==> config.mk <==
export PLATFORM = sky130hd
export DESIGN_NAME = wb_regbank_flat
export DESIGN_NICKNAME = d
export VERILOG_FILES = /design/src/rtl/wb_regbank_if.sv /design/src/rtl/wb_regbank.sv /design/src/flat_wrapper.sv
export SDC_FILE = /design/constraint.sdc
export NUM_CORES = 1
export LEC_CHECK = 0
export CORE_MARGIN = 4
export CORE_UTILIZATION = 45
export DETAILED_ROUTE_END_ITERATION = 10
export PLACE_DENSITY = 0.81
export SLEW_MARGIN = 20
export SYNTH_ARGS = -nofsm -noshare
export SYNTH_HDL_FRONTEND = slang
export SYNTH_SLANG_ARGS = --single-unit
==> constraint.sdc <==
create_clock -name clk_i -period 1 [get_ports clk_i]
set_input_delay 0.2 -clock clk_i [delete_from_list [all_inputs] [get_ports clk_i]]
set_output_delay 0.2 -clock clk_i [all_outputs]
set_load 0.1 [all_outputs]
==> src/rtl/wb_regbank_if.sv <==
// wb_regbank_if: Wishbone classic-with-stall bus bundle between an interconnect master and a register slave
// master drives: cyc_i, stb_i, adr_i[AW-1:0] (word address), sel_i[3:0], we_i, dat_i[31:0]
// slave drives:  ack_o, err_o, rty_o, stall_o, dat_o[31:0]
interface wb_regbank_if #(parameter int AW = 2);
  logic          cyc_i;
  logic          stb_i;
  logic [AW-1:0] adr_i;
  logic [3:0]    sel_i;
  logic          we_i;
  logic [31:0]   dat_i;
  logic          ack_o;
  logic          err_o;
  logic          rty_o;
  logic          stall_o;
  logic [31:0]   dat_o;
  modport master (output cyc_i, stb_i, adr_i, sel_i, we_i, dat_i, input ack_o, err_o, rty_o, stall_o, dat_o);
  modport slave (input cyc_i, stb_i, adr_i, sel_i, we_i, dat_i, output ack_o, err_o, rty_o, stall_o, dat_o);
endinterface

==> src/rtl/wb_regbank.sv <==
// wb_regbank: Wishbone slave bank of NREGS 32-bit registers with byte-lane writes and optional pipe stages
// clk_i/rst_i: clock and synchronous active-high reset
// wb: slave side of wb_regbank_if (its AW must equal max(1, clog2(NREGS)))
// regs_o: register i at [32i+31:32i]; wr_stb_o[i]: one-cycle pulse with the write ack of register i
module wb_regbank #(
  parameter int          NREGS        = 4,
  parameter bit          PIPE_WR      = 1'b1,
  parameter bit          PIPE_RD      = 1'b1,
  parameter bit          ERR_UNMAPPED = 1'b0,
  parameter logic [31:0] RST_VAL      = 32'h0
) (
  input  logic               clk_i,
  input  logic               rst_i,
  wb_regbank_if.slave        wb,
  output logic [32*NREGS-1:0] regs_o,
  output logic [NREGS-1:0]   wr_stb_o
);
  localparam int AW = NREGS > 1 ? $clog2(NREGS) : 1;
  logic en, acc_w, acc_r, wip_q, wip_d, rip_q, rip_d;
  logic wv_q, dv, wmap;
  logic [AW-1:0] wa_q, da;
  logic [31:0] wd_q, dd, dm;
  logic [3:0] ws_q, ds;
  logic rv_q, rm_q, rmap, fv, fm;
  logic [31:0] rd_q, rmux, fd;
  logic ack_q, ack_d, err_q, err_d;
  logic [31:0] dat_q, dat_d;
  logic [NREGS-1:0][31:0] regs_q, regs_d;
  logic [NREGS-1:0] stb_q, stb_d;
  always_comb begin
    en = wb.cyc_i & wb.stb_i;
    // one transfer in flight at a time; the flag holds until the response cycle has passed
    acc_w = en & wb.we_i & ~wip_q & ~rip_q;
    acc_r = en & ~wb.we_i & ~wip_q & ~rip_q;
    dv = PIPE_WR ? wv_q : acc_w;
    da = PIPE_WR ? wa_q : wb.adr_i;
    dd = PIPE_WR ? wd_q : wb.dat_i;
    ds = PIPE_WR ? ws_q : wb.sel_i;
    dm = {{8{ds[3]}}, {8{ds[2]}}, {8{ds[1]}}, {8{ds[0]}}};
    wmap = {1'b0, da} < (AW+1)'(NREGS);
    rmap = {1'b0, wb.adr_i} < (AW+1)'(NREGS);
    rmux = '0;
    regs_d = regs_q;
    stb_d = '0;
    for (int i = 0; i < NREGS; i++) begin
      rmux = wb.adr_i == AW'(i) ? regs_q[i] : rmux;
      regs_d[i] = dv && da == AW'(i) ? (dd & dm) | (regs_q[i] & ~dm) : regs_q[i];
      stb_d[i] = dv && da == AW'(i);
    end
    fv = PIPE_RD ? rv_q : acc_r;
    fm = PIPE_RD ? rm_q : rmap;
    fd = PIPE_RD ? rd_q : rmux;
    ack_d = (dv & (wmap | ~ERR_UNMAPPED)) | (fv & (fm | ~ERR_UNMAPPED));
    err_d = ERR_UNMAPPED & ((dv & ~wmap) | (fv & ~fm));
    dat_d = fv ? fd : dat_q;
    wip_d = wip_q ? ~(ack_q | err_q) : acc_w;
    rip_d = rip_q ? ~(ack_q | err_q) : acc_r;
  end
  always_ff @(posedge clk_i) begin
    if (rst_i) begin
      regs_q <= {NREGS{RST_VAL}};
      stb_q <= '0;
      {ack_q, err_q, wip_q, rip_q, wv_q, rv_q, rm_q} <= '0;
      {dat_q, rd_q, wd_q} <= '0;
      wa_q <= '0;
      ws_q <= '0;
    end else begin
      regs_q <= regs_d;
      stb_q <= stb_d;
      {ack_q, err_q, wip_q, rip_q} <= {ack_d, err_d, wip_d, rip_d};
      {wv_q, rv_q, rm_q} <= {acc_w, acc_r, rmap};
      {dat_q, rd_q, wd_q} <= {dat_d, rmux, wb.dat_i};
      wa_q <= wb.adr_i;
      ws_q <= wb.sel_i;
    end
  end
  assign wb.ack_o = ack_q;
  assign wb.err_o = err_q;
  assign wb.rty_o = 1'b0;
  assign wb.stall_o = en & ~(ack_q | err_q);
  assign wb.dat_o = dat_q;
  assign regs_o = regs_q;
  assign wr_stb_o = stb_q;
endmodule

==> src/flat_wrapper.sv <==
// flat-port wrapper written by rule: the top's interface ports become plain ports
module wb_regbank_flat 
#(
  parameter int          NREGS        = 4,
  parameter bit          PIPE_WR      = 1'b1,
  parameter bit          PIPE_RD      = 1'b1,
  parameter bit          ERR_UNMAPPED = 1'b0,
  parameter logic [31:0] RST_VAL      = 32'h0
)
  (clk_i, rst_i, regs_o, wr_stb_o, wb_cyc_i, wb_stb_i, wb_adr_i, wb_sel_i, wb_we_i, wb_dat_i, wb_ack_o, wb_err_o, wb_rty_o, wb_stall_o, wb_dat_o);
  wb_regbank_if #(.AW(2)) wb_i ();
  input  logic clk_i;
  input  logic rst_i;
  output logic [32*NREGS-1:0] regs_o;
  output logic [NREGS-1:0] wr_stb_o;
  input wire logic [$bits(wb_i.cyc_i)-1:0] wb_cyc_i;
  input wire logic [$bits(wb_i.stb_i)-1:0] wb_stb_i;
  input wire logic [$bits(wb_i.adr_i)-1:0] wb_adr_i;
  input wire logic [$bits(wb_i.sel_i)-1:0] wb_sel_i;
  input wire logic [$bits(wb_i.we_i)-1:0] wb_we_i;
  input wire logic [$bits(wb_i.dat_i)-1:0] wb_dat_i;
  output wire logic [$bits(wb_i.ack_o)-1:0] wb_ack_o;
  output wire logic [$bits(wb_i.err_o)-1:0] wb_err_o;
  output wire logic [$bits(wb_i.rty_o)-1:0] wb_rty_o;
  output wire logic [$bits(wb_i.stall_o)-1:0] wb_stall_o;
  output wire logic [$bits(wb_i.dat_o)-1:0] wb_dat_o;
  assign wb_i.cyc_i = wb_cyc_i;
  assign wb_i.stb_i = wb_stb_i;
  assign wb_i.adr_i = wb_adr_i;
  assign wb_i.sel_i = wb_sel_i;
  assign wb_i.we_i = wb_we_i;
  assign wb_i.dat_i = wb_dat_i;
  assign wb_ack_o = wb_i.ack_o;
  assign wb_err_o = wb_i.err_o;
  assign wb_rty_o = wb_i.rty_o;
  assign wb_stall_o = wb_i.stall_o;
  assign wb_dat_o = wb_i.dat_o;
  wb_regbank #(.NREGS(NREGS), .PIPE_WR(PIPE_WR), .PIPE_RD(PIPE_RD), .ERR_UNMAPPED(ERR_UNMAPPED), .RST_VAL(RST_VAL)) u_core (.clk_i(clk_i), .rst_i(rst_i), .wb(wb_i), .regs_o(regs_o), .wr_stb_o(wr_stb_o));
endmodule
==> run metrics <==
ANT nets after route 0; most frequent cells in the layout 211 x mux2i_1, 188 x buf_12, 160 x nand2b_1; Flop pwr share 48.9%; busiest grt layer met2; Setup Crit Path Kind reg2out; NetSw 0.004345 W; Final setup viols 327; Synth area leader dfxtp_1; Seq cells post-synth 239; layout cells sized above 1 50.12%; Port Buffers 208; P_leak 7.051 nW; M3 GR Usage 4.863%; num rows 52; grt total ovfl 0; worst vdd ir 0.001080 V; worst path required time 0.80 ns; failing checks negative setup slack; fin crit period 1.355 ns; Die X 152.0 um; Core Util, Final 80.78%; root buffer cell clkbuf_16; DR WL/cell 19.93 um; CTS sink cnt 239; Final Max Slew Viols 0; Max Freq 0.7380 GHz; Logic pwr share 6.9%; initial antenna violation count 0; crit path setup slack, layout -0.3551 ns; PD cells 1172 nW/um2; status finished with violations; vias per cell 5.111; Final nets 1239; antenna cells 0; CORE AREA 20300 um2; top cells by area, synth dfxtp_1 51%, mux2i_1 24%, nand2b_1 11%; vias in the first global route 8227; first-pass GRT wire length 45.36 mm; clk slew on worst S/H paths 0.06 ns; post-synthesis sequential area ratio 51.28%; Layout area overhead 75.75%; Sw Ratio 22.61%; crit share post-route 135.5%; most common cell after layout, fill and taps aside mux2i_1; critical path startpoint category flop; # fillers 1037; Hold Fails Final Rpt 0; top cell type's share of synthesized area 51.28%; gr usage total 23.87%; Synthesis Warnings 0; RePlAce Congestion 0.7668; largest net degree at the start of global routing 61; critical path arrival 1.16 ns; met2 Track Usage GR 42.74%; Mapped Area 9330 um2; later-pin clock latency in the skew report 0.51 ns; routed via count 7579; Mean Syn Cell Area 11.30 um2; crit path max fanout 3; io pins 211; type of the worst min-delay path in2reg; Cell variety after synth 28; Reg area 5273 um2; maximum root-to-sink buffer count 3; CTS tree yes; multi-input logic area 4397 um2; RSZ-0062 raised after global routing true; Hold-fix buffers, CTS 0; number of remaining DRC errors 0; Starting Density 45.96%; routed wire length 29.55 mm; final setup skew 0.01010 ns; Die Y 152.0 um; hold slack 0.01366 ns; Die Area 23100 um2; met1 GRT Util 28.39%; worst slack, placed -0.4457 ns; clock power share 44.2%; H-Tree Level Count 1; Design Power 0.01922 W; TritonCTS Buffers 25; Cell Int Power 0.01487 W; Crit. End Element output port; Initial DRC Count 306; Max-Cap Viols 0; DP HPWL 17.06 mm; drt pass-1 iters 6; Mapped Cells 826
==> worst max-delay path, cell delays in order (launching register included) <==
cell	delay (ns)
dfxtp_4	0.37
nor2_4	0.10
buf_12	0.18
==> worst paths after layout <==
check | depth (start not counted) | startpoint | endpoint | slack [ns]
worst max-delay path | 2 | u_core.wb.ack_o | wb_stall_o | -0.36
worst min-delay path | 2 | rst_i | u_core.dd[31] | 0.01
worst max register to register | 4 | u_core.da[1] | flop | -0.25
worst min register to register | 2 | u_core.fd[28] | u_core.wb.dat_o[28] | 0.47
==> cells by family after synthesis <==
family | count (synthesis) | synth area share [%]
mux | 224 | 24.03
simple gates | 262 | 18.25
flops | 239 | 51.28
other cells | 1 | 0.04019
compound gates | 34 | 2.374
buf+inv | 66 | 4.023
==> timing repair <==
| action | CTS | global route |
|---|---|---|
| resized for setup | 93 | 39 |
| pin swaps | 12 | 16 |
| setup buffers | 131 | 16 |
| endpoints found under the setup margin | 300 | 325 |
| cloned | 3 | 2 |
==> final cells by class <==
type	count	share of cell area, %
Tap cell	270	2.060
Multi-Input combinational cell	522	26.81
Sequential cell	239	32.15
Clock inverter	3	0.1068
Clock buffer	41	4.364
Timing Repair Buffer	407	34.48
Inverter	1	0.02289
==> stage by stage <==
stage | TNS, ns | std cells | area, um2
3_3_place_gp | -31.49 | 1289 | 13990
2_1_floorplan | -5.749 | 827 | 9712
4_1_cts | -65.12 | 1467 | 16100
6_report | -60.09 | 1483 | 16400
3_5_place_dp | -35.63 | 1289 | 13990
5_1_grt | -72.79 | 1483 | 16400
==> routing by layer <==
| metal | vias up | routed length, um |
|---|---|---|
| met3 | 54 | 1519 |
| met1 | 3720 | 11710 |
| met2 | 242 | 15540 |
| li1 | 3563 | - |
| met5 | - | 0 |
| met4 | 0 | 778 |
==> Yosys cell counts (all sizes together) <==
cell     number
nand2         1
o22ai        32
nor2         37
nor4bb        2
or2           1
or4           1
nand2b      161
nand4         4
inv           1
nand4b        5
dfxtp       239
a2bb2o        1
nand4bb       4
mux2i       224
nor4b         2
a32o          1
nor2b        38
clkbuf       25
buf          40
and4b         6
conb          1
==> power groups by stage <==
stage,Clock [W],Combinational [W],Sequential [W]
finish,0.00849,0.00133,0.00939
CTS,0.00857,0.00129,0.00942
global route,0.00907,0.00141,0.00940
detailed placement,0,0.00119,0.00979
global placement,0,0.00117,0.00978
floorplan,0,0.000665,0.00984
Power figures use the tool's default switching activity.
